**config.mk**
```make
export PLATFORM = sky130hd
export DESIGN_NAME = traffic_phase_ctrl
export DESIGN_NICKNAME = d
export VERILOG_FILES = /design/src/rtl/traffic_phase_ctrl.sv
export SDC_FILE = /design/constraint.sdc
export NUM_CORES = 1
export LEC_CHECK = 0
export BUFFER_PORTS_ARGS = -buffer_cell sky130_fd_sc_hd__buf_2
export CAP_MARGIN = 20
export CORE_UTILIZATION = 24
export CTS_BUF_LIST = sky130_fd_sc_hd__clkbuf_4 sky130_fd_sc_hd__clkbuf_8
export CTS_CLUSTER_SIZE = 10
export DETAILED_ROUTE_END_ITERATION = 10
export PLACE_DENSITY = 0.42
export SLEW_MARGIN = 20
export SYNTH_ARGS = -nofsm -noshare
export SYNTH_HDL_FRONTEND = slang
export SYNTH_SLANG_ARGS = --single-unit
export TNS_END_PERCENT = 5
```
**constraint.sdc**
```tcl
create_clock -name clk -period 1.8 [get_ports clk]
set_input_delay 0.27 -clock clk [delete_from_list [all_inputs] [get_ports clk]]
set_output_delay 0.27 -clock clk [all_outputs]
set_load 0.005 [all_outputs]
```
**src/rtl/traffic_phase_ctrl.sv**
```systemverilog
// Two-road intersection phase controller: sequences NS/EW signal heads through
// green/yellow/all-red phases and arbitrates side-road and pedestrian demand.
module traffic_phase_ctrl #(
    parameter int unsigned NBITS    = 32,
    parameter int unsigned T_ALLRED = 2,
    parameter int unsigned T_YELLOW = 3,
    parameter int unsigned T_NS_MIN = 5,
    parameter int unsigned T_EW     = 4
) (
    input  logic       clk,
    input  logic       reset,
    input  logic       ew_car,
    input  logic       ped_req,
    output logic [2:0] ns_light,
    output logic [2:0] ew_light,
    output logic       walk,
    output logic [2:0] phase,
    output logic       phase_start
);

    typedef enum logic [2:0] {
        ALLRED_A  = 3'd0,
        NS_GREEN  = 3'd1,
        NS_YELLOW = 3'd2,
        ALLRED_B  = 3'd3,
        EW_GREEN  = 3'd4,
        EW_YELLOW = 3'd5
    } state_e;

    localparam logic [2:0] LAMP_RED = 3'b100;
    localparam logic [2:0] LAMP_YEL = 3'b010;
    localparam logic [2:0] LAMP_GRN = 3'b001;

    localparam logic [NBITS-1:0] CNT_ONE     = NBITS'(1);
    localparam logic [NBITS-1:0] ALLRED_LAST = NBITS'(T_ALLRED - 1);
    localparam logic [NBITS-1:0] YELLOW_LAST = NBITS'(T_YELLOW - 1);
    localparam logic [NBITS-1:0] NS_MIN_LAST = NBITS'(T_NS_MIN - 1);
    localparam logic [NBITS-1:0] EW_LAST     = NBITS'(T_EW - 1);

    state_e           state_q, state_d;
    logic [NBITS-1:0] cnt_q, cnt_d;
    logic             ped_pend_q, ped_pend_d;
    logic             walk_en_q, walk_en_d;
    logic             phase_start_q, phase_start_d;
    logic             demand;

    always_ff @(posedge clk) begin
        if (reset) begin
            state_q       <= ALLRED_A;
            cnt_q         <= '0;
            ped_pend_q    <= 1'b0;
            walk_en_q     <= 1'b0;
            phase_start_q <= 1'b0;
        end else begin
            state_q       <= state_d;
            cnt_q         <= cnt_d;
            ped_pend_q    <= ped_pend_d;
            walk_en_q     <= walk_en_d;
            phase_start_q <= phase_start_d;
        end
    end

    always_comb begin
        state_d    = state_q;
        cnt_d      = cnt_q + CNT_ONE;
        ped_pend_d = ped_pend_q | ped_req;
        walk_en_d  = walk_en_q;
        demand     = ew_car | ped_pend_q | ped_req;

        case (state_q)
            ALLRED_A: begin
                if (cnt_q == ALLRED_LAST) state_d = NS_GREEN;
            end
            NS_GREEN: begin
                // Counter parks at the minimum so green can hold with no wrap.
                if (cnt_q == NS_MIN_LAST) begin
                    cnt_d = cnt_q;
                    if (demand) state_d = NS_YELLOW;
                end
            end
            NS_YELLOW: begin
                if (cnt_q == YELLOW_LAST) state_d = ALLRED_B;
            end
            ALLRED_B: begin
                if (cnt_q == ALLRED_LAST) begin
                    state_d    = EW_GREEN;
                    walk_en_d  = ped_pend_q | ped_req;
                    ped_pend_d = 1'b0;
                end
            end
            EW_GREEN: begin
                if (cnt_q == EW_LAST) begin
                    state_d   = EW_YELLOW;
                    walk_en_d = 1'b0;
                end
            end
            EW_YELLOW: begin
                if (cnt_q == YELLOW_LAST) state_d = ALLRED_A;
            end
            default: begin
                state_d   = ALLRED_A;
                walk_en_d = 1'b0;
            end
        endcase

        if (state_d != state_q) cnt_d = '0;
        phase_start_d = (state_d != state_q);
    end

    always_comb begin
        ns_light = LAMP_RED;
        ew_light = LAMP_RED;
        case (state_q)
            NS_GREEN:  ns_light = LAMP_GRN;
            NS_YELLOW: ns_light = LAMP_YEL;
            EW_GREEN:  ew_light = LAMP_GRN;
            EW_YELLOW: ew_light = LAMP_YEL;
            default:   ;
        endcase
    end

    assign walk        = walk_en_q & (state_q == EW_GREEN);
    assign phase       = state_q;
    assign phase_start = phase_start_q;

endmodule

```
# Word level (Yosys, flattened, before mapping)

Cells that the tools add are included.

Bits in registers: 38
Bits of input ports: 4
Output and inout port bits: 11
Logic and storage cells: 45

Add/sub/neg operators: 1
Equal/unequal tests: 13
Mux-type cells: 17
Bitwise gates (word level): 5
Reductions and logical operators: 4

Operator list:

| operator                                        | number |
|---|---|
| == test 32 x 2 -> 1 bit (second input constant) | 2 |
| 2-to-1 mux 32 bit                               | 2 |
| adder 32 x 1 -> 32 bit (second input constant)  | 1 |
| == test 32 x 1 -> 1 bit (second input constant) | 1 |
| == test 32 x 3 -> 1 bit (second input constant) | 1 |
| 2-to-1 mux 3 bit                                | 7 |
| one-hot mux 3 bit (6 select lines)              | 1 |
| one-hot mux 3 bit (2 select lines)              | 2 |
| == test 3 x 2 -> 1 bit (second input constant)  | 2 |
| == test 3 bit (second input constant)           | 2 |
| != test 2 bit (second input constant)           | 3 |
| 2-to-1 mux 1 bit                                | 4 |
| OR reduction 4 bit                              | 1 |
| == test 3 x 1 -> 1 bit (second input constant)  | 1 |
| logical NOT 3 bit                               | 1 |
| != test 3 bit                                   | 1 |
| OR 1 bit                                        | 3 |
| one-hot mux 1 bit (3 select lines)              | 1 |
| AND reduction 3 bit                             | 1 |
| OR reduction 2 bit                              | 1 |
| bitwise AND 1 bit                               | 1 |
| inverter 1 bit                                  | 1 |

# Longest topological paths before layout

Gate-level depths: netlist of the first run.

Word-level depth: 7
Gate-level depth with buffers: 8

# Worst setup path before layout of the first run

Ideal clock, no wire load.

Kind: reg-to-reg
Start: register cnt_q[1]
End: register cnt_q[24]
Arrival: 1.849 ns
Data required time: 1.685 ns
Setup slack: -0.163 ns
Stages on the path, launching flop included: 8
Cells stage by stage: dfxtp_1 -> ha_1 -> nand3_2 -> or4_1 -> buf_2 -> nor4_1 -> xnor2_1 -> nor2_1

Longest elaborated chain between the ends: 5

Ends and longest elaborated chain:

| item                                                           | RTL line | text |
|---|---|---|
| from (decl)                                                    | 41       | `logic [NBITS-1:0] cnt_q, cnt_d;` |
| from (signal assigned)                                         | 56       | `cnt_q <= cnt_d;` |
| branches (longest 5 deep; another with adder 32 x 1 -> 32 bit) | n/a      |  |

Several ways; the timed one is not identified. The select of a mux whose other input is x is not followed.
A chain may end at the register's enable or synchronous reset.

# Worst setup path in the final report of the first run

Same ends and word-level chain as after synthesis.

==> results.cfg, run 1 <==
[critical_path]
critPathMaxFanout = 6
crit_path_end_kind = register
arrival_ns = 2.14
crit_family = compound AO/OA/AOI/OAI gates
r2r_slack_ns = -0.11
required_ns = 2.03
reg2reg_from = cnt_q[1]$_SDFFE_PP0P_
startpoint = cnt_q[1]$_SDFFE_PP0P_
cp_num_buf_inv = 2
worst-setup-path-type = register to register
path_cells = inv_2 -> ha_2 -> and3b_2 -> o311ai_4 -> o2111ai_2 -> a221o_2 -> clkbuf_16 -> nor2_2
max_stage_delay_ns = 0.49
cpMaxStageDelayCell = a221o_2
worst_setup_path_start_kind = register

[die]
io_pins = 15
initial_core_util_pct = 24.63
rows = 33
die_h_um = 93.59
core_area_mm2 = 0.008175
dieArea_mm2 = 0.008758
die_w_um = 93.59

[drt]
wl_mm = 5.611
via_count = 1981
dr.pass1.iters = 4
ant_nets = 0
wl_per_cell_um = 12.87
drt_iter0_markers = 56
drc = 0
vias_per_cell = 4.544

[pwr]
irDropWorstVdd_uv = 301.1
power_density_mw_per_mm2 = 705.5
leakagePower_uw = 0.001289
seq_power_share_pct = 40.0
power.share.clock_pct = 30.7
swShare_pct = 28.50
comb_power_share_pct = 29.3
p_sw_uw = 651.1
p_int_uw = 1633

[synth]
yosysWarnings = 0
post-synth-top-area-cell = dfxtp_1
synth-xor-area-share_pct = 13.05
synth_edf_count = 0
synth_area_leaders = dfxtp_1 (38%), xnor2_1 (9.1%), nor2_1 (8.4%)
yosys-top-cells-count = nor2_1 (45), dfxtp_1 (38), xnor2_1 (21)
post-synth-top-count-cell = nor2_1
yosys.area_share.simple_pct = 34.37
synth_async_sr_flop_share_pct = 0
synthMuxAreaShare_pct = 0.9944
yosys.area.top_type_share_pct = 37.79
synth_fa_ha_area_share_pct = 2.486
synth_compound_area_share_pct = 7.023
synth_fp_nets = 247
synth_cell_type_count = 43
ys.flop_type = dfxtp_1
syn_area_mm2 = 0.002013
ys_seq_area_share_pct = 37.79
syn_avg_cell_area_um2 = 8.423
synth_top_family_by_area = simple AND/OR/NAND/NOR gates
synth_cells = 239
synth-seq-cells = 38

[timing]
worst_clock_skew_ns = 0.003933
fin_crit_sh_pct = 106.1
setup_slack_ns = -0.1102
setup_violations = 37
rsz0062_at_grt = yes
worstMarginPinSlew_ns = 0.3578
clock.fmax_mhz = 523.5
drv_slew = 0
fin_crit_ns = 1.910
maxSlewHeadroom_pct = 76.09
hold_viol_final = 0

[grt]
grt_pass1_wl_mm = 9.032
grt_max_degree = 24
antenna_found_initial = 0
grt_pass1_vias = 1964
track_usage_pct = 13.14
overflow = 0

[layout]
final_cells = 436
synthToLayoutAreaGrowth_pct = 60.85
drive_gt1_share_pct = 48.34
nNetsFinal = 338
fin_util_pct = 39.61
antenna_cells = 0
seq_area_um2 = 774.5
multiInputGateArea_mm2 = 0.001455
nFillCells = 860

[placed_design]
place_congestion = 0.8387
dp_hpwl_mm = 3.894
portBuffers = 14
placed_cells = 415

[run]
drv_cap = 0

[min_path]
hold_class = primary input to register
hp-start = reset

[clock_tree]
htreeDepth = 2
cts_tree = built
clock_latency_ns = 0.29
clkTransAtPathRegs_ns = 0.08
cts_root_buf = clkbuf_8
clock_sinks = 38
clockBufferDepth = 2
numCtsBuffers = 5
holdBufCountCts = 0

[run_status]
outcome = finished with violations
violations = setup timing
## path summary, 6_finish.rpt
path | end | depth (start not counted)
setup / recovery | cnt_q[24]$_SDFFE_PP0P_ | 8
hold / removal | phase_start$_SDFF_PP0_ | 2
setup reg to reg | cnt_q[24]$_SDFFE_PP0P_ | 8
hold reg to reg | walk_en_q$_SDFFE_PP0P_ | 2
## area by class of cell
type	instances	area share, %
inverters	8	0.9274
flip-flops and latches	38	23.92
repair buffers	93	22.76
clock buffers	8	3.400
multi-input cells	184	44.94
well taps	105	4.057
## layer usage
metal / global-route usage (%) / wire length (µm) / vias to the layer above
li1: - / - / 1011
met1: 17.51 / 2779 / 939
met4: 4.872 / 59 / 0
met3: 2.276 / 135 / 6
met2: 21.14 / 2637 / 25
met5: 0 / 0 / -
## power by group through the flow
stage | logic, µW | registers (µW) | clock network [µW]
final | 669 | 914 | 702
after global routing | 726 | 917 | 751
after detailed placement | 455 | 928 | 0
after global placement | 460 | 928 | 0
after floorplan | 222 | 919 | 0
after CTS | 536 | 915 | 730
## registers in the layout (all words and copies together) (netlist names)
name,count
phase_start,1
cnt_q,32
phase,3
walk_en_q,1
ped_pend_q,1
## cell usage in the layout (no fill, tap or decap), types with 3 or more instances in the layout
master / netlist / layout
nor2_1: 45 / 30
dfxtp_4: 0 / 3
ha_2: 0 / 3
nor4_4: 0 / 7
inv_1: 8 / 5
clkbuf_8: 0 / 8
nor2_2: 0 / 13
inv_2: 0 / 3
dfxtp_1: 38 / 33
nor3_2: 0 / 3
buf_4: 5 / 69
and3_1: 4 / 4
buf_2: 3 / 14
and4_1: 3 / 3
xnor2_1: 21 / 20
nand2_1: 19 / 19
o31a_1: 3 / 3
and2_1: 4 / 4
nand4_1: 8 / 8
nor3b_1: 5 / 4
xor2_1: 9 / 9
buf_6: 0 / 7
nand3_1: 9 / 9
nor4_2: 2 / 5
## cells by family (layout without fill, tap and decap cells)
family / count (synthesis) / count (layout)
AOI/OAI and AO/OA: 18 / 18
and+or+nand+nor: 130 / 130
adders and majority gates: 4 / 4
muxes: 2 / 2
xor gates and xnor gates: 30 / 30
DFF: 38 / 38
buffers and inverters: 17 / 109
## what timing repair did
| action | CTS | global route |
|---|---|---|
| cloned | 0 | 3 |
| setup buffers | 6 | 4 |
| pin swaps | 9 | 26 |
| endpoints found under the setup margin | 38 | 39 |
| resized for setup | 24 | 39 |
## metrics by stage
step	worst slack, ns	setup TNS, ns	hold WS [ns]	cell area, µm²	total power [µW]
CTS	-0.1178	-2.314	0.2059	3004	2182
finish	-0.1102	-2.803	0.2316	3238	2284
global placement	-0.2899	-7.813	0.4538	2745	1388
detailed placement	-0.3600	-8.268	0.4569	2745	1383
floorplan	-0.02302	-0.4412	0.3391	2098	1142
global route	-0.1943	-6.174	0.2202	3238	2395
No activity file was read; power rests on OpenSTA's default activity.
==> run 2, diff against run 1 <==
--- a/config.mk
+++ b/config.mk
@@ -12,6 +12,7 @@
 export CTS_CLUSTER_SIZE = 10
 export DETAILED_ROUTE_END_ITERATION = 10
 export PLACE_DENSITY = 0.42
+export SETUP_SLACK_MARGIN = 0.5
 export SLEW_MARGIN = 20
 export SYNTH_ARGS = -nofsm -noshare
 export SYNTH_HDL_FRONTEND = slang
==> run 2 against run 1 <==
The run still ends with setup timing left. Clock power down 16%. Setup slack worse by 0.042 ns. Sequential cell count did not move. Power is 3.5% lower. Critical endpoint is now cnt_q[4]$_SDFFE_PP0P_. Routed wire length is 2.9% higher. Critical path depth down 1. Clock-buffer cell count is 2 lower. Cell count rose by 0.69%. Core utilization grew 0.75 points. Combinational power rose by 3.4%. Register-to-register slack got worse by 0.04 ns. Hold slack better by 0.0021 ns. Largest cell class unchanged.
==> results.cfg, run 2 (synthesized netlist as in run 1, its figures left out) <==
[run_status]
outcome = finished with violations
violations = setup timing

[grt]
grt_pass1_wl_mm = 9.411
grt_max_degree = 18
overflow = 0
track_usage_pct = 13.64
grt_pass1_vias = 2021
antenna_found_initial = 0

[drt]
ant_nets = 0
dr.pass1.iters = 4
wl_mm = 5.771
drt_iter0_markers = 65
via_count = 1980
drc = 0
vias_per_cell = 4.510
wl_per_cell_um = 13.15

[timing]
setup_violations = 39
hold_viol_final = 0
rsz0062_at_grt = yes
fin_crit_sh_pct = 108.5
drv_slew = 0
maxSlewHeadroom_pct = 79.59
clock.fmax_mhz = 512.2
setup_tns_ns = -4.191
worstMarginPinSlew_ns = 0.3019
setup_slack_ns = -0.1525
worst_clock_skew_ns = 0.009038
fin_crit_ns = 1.952

[pwr]
leakagePower_uw = 0.001330
irDropWorstVdd_uv = 260.1
total_power_uw = 2205
power_density_mw_per_mm2 = 668.2

[die]
dieArea_mm2 = 0.008758
die_h_um = 93.59
rows = 33
io_pins = 15
initial_core_util_pct = 24.63
core_area_mm2 = 0.008175
die_w_um = 93.59

[layout]
largest_reg_flops = 32
final_common_cell = buf_4
final_cell_mix = buf_4 (75), dfxtp_1 (31), nor2_1 (23), xnor2_1 (20), nand2_1 (19)
nNetsFinal = 341
antenna_cells = 0
stdcell_area_mm2 = 0.003299
final_cells = 439
top_register = cnt_q
synthToLayoutAreaGrowth_pct = 63.89
drive_gt1_share_pct = 51.20

[run]
drv_cap = 0

[clock_tree]
cts_root_buf = clkbuf_8
clock_latency_ns = 0.29
holdBufCountCts = 0
cts_tree = built
clockBufferDepth = 2
clock_sinks = 38
clkTransAtPathRegs_ns = 0.08
htreeDepth = 2
numCtsBuffers = 5

[placed_design]
placed_cells = 417
place_congestion = 0.7638
dp_slack_ns = -0.2081
dp_hpwl_mm = 3.901
placed_cell_area_mm2 = 0.002799
portBuffers = 14

[critical_path]
path_cells = nor4_2 -> nand4_1 -> buf_4 -> nor3_4 -> a221o_2 -> clkbuf_16 -> nor2_1
worst_setup_path_start_kind = register
arrival_ns = 2.15
required_ns = 1.99
crit_family = simple AND/OR/NAND/NOR gates
worst-setup-path-type = register to register
crit_path_end_kind = register
critPathMaxFanout = 7
cp_num_buf_inv = 2
max_stage_delay_ns = 0.37
cpMaxStageDelayCell = a221o_2

[min_path]
hold_class = primary input to register
run 2: cell type report:
type,instances,area (µm²)
Inverter,8,32.53
Clock inverter,2,10.01
Multi-Input combinational cell,184,1500
Timing Repair Buffer,96,774.5
Tap cell,105,131.4
Sequential cell,38,774.5
Fill cell,809,4876
Clock buffer,6,76.32
run 2: worst paths after layout:
path / cells after the start / to / slack (ns) / start
worst max-delay path: 7 / cnt_q[4]$_SDFFE_PP0P_ / -0.15 / cnt_q[22]$_SDFFE_PP0P_
worst min-delay path: 2 / phase[2]$_SDFF_PP0_ / 0.23 / reset
worst max register to register: 7 / cnt_q[4]$_SDFFE_PP0P_ / -0.15 / cnt_q[22]$_SDFFE_PP0P_
worst min register to register: 2 / walk_en_q$_SDFFE_PP0P_ / 0.48 / walk_en_q$_SDFFE_PP0P_
run 2: per-stage QoR:
| step | hold WS [ns] | util (%) |
|---|---|---|
| floorplan | 0.3391 | - |
| global placement | 0.4444 | 34.24 |
| detailed placement | 0.4660 | 34.24 |
| CTS | 0.2125 | 37.24 |
| global route | 0.2371 | 40.36 |
| finish | 0.2337 | 40.36 |
run 2: worst reg2reg max path, delay by kind of cell (launching register included):
kind,cells,cell delay [ns]
flops,1,0.33
simple gates,4,0.73
compound gates,1,0.37
buf+inv,2,0.43
run 2: power by group:
| group | leakage (µW) | internal (µW) | switching, µW |
|---|---|---|---|
| Combinational | 0.000971 | 383 | 309 |
| Clock | 0.0000484 | 284 | 306 |
| Sequential | 0.000311 | 878 | 44.6 |
run 2: routing by layer:
| layer | track usage [%] | vias up | part of all wire [%] |
|---|---|---|---|
| met5 | 0 | - | 0 |
| met4 | 3.462 | 0 | 1.1 |
| met3 | 2.683 | 7 | 1.6 |
| met2 | 23.59 | 14 | 52 |
| met1 | 17.24 | 940 | 46 |
| li1 | - | 1019 | - |
run 2: timing repair:
item / in CTS / in global routing
buffers inserted: 8 / 3
endpoints found under the setup margin: 46 / 47
cloned: 1 / 2
gates resized for setup: 19 / 48
pin swaps: 16 / 11
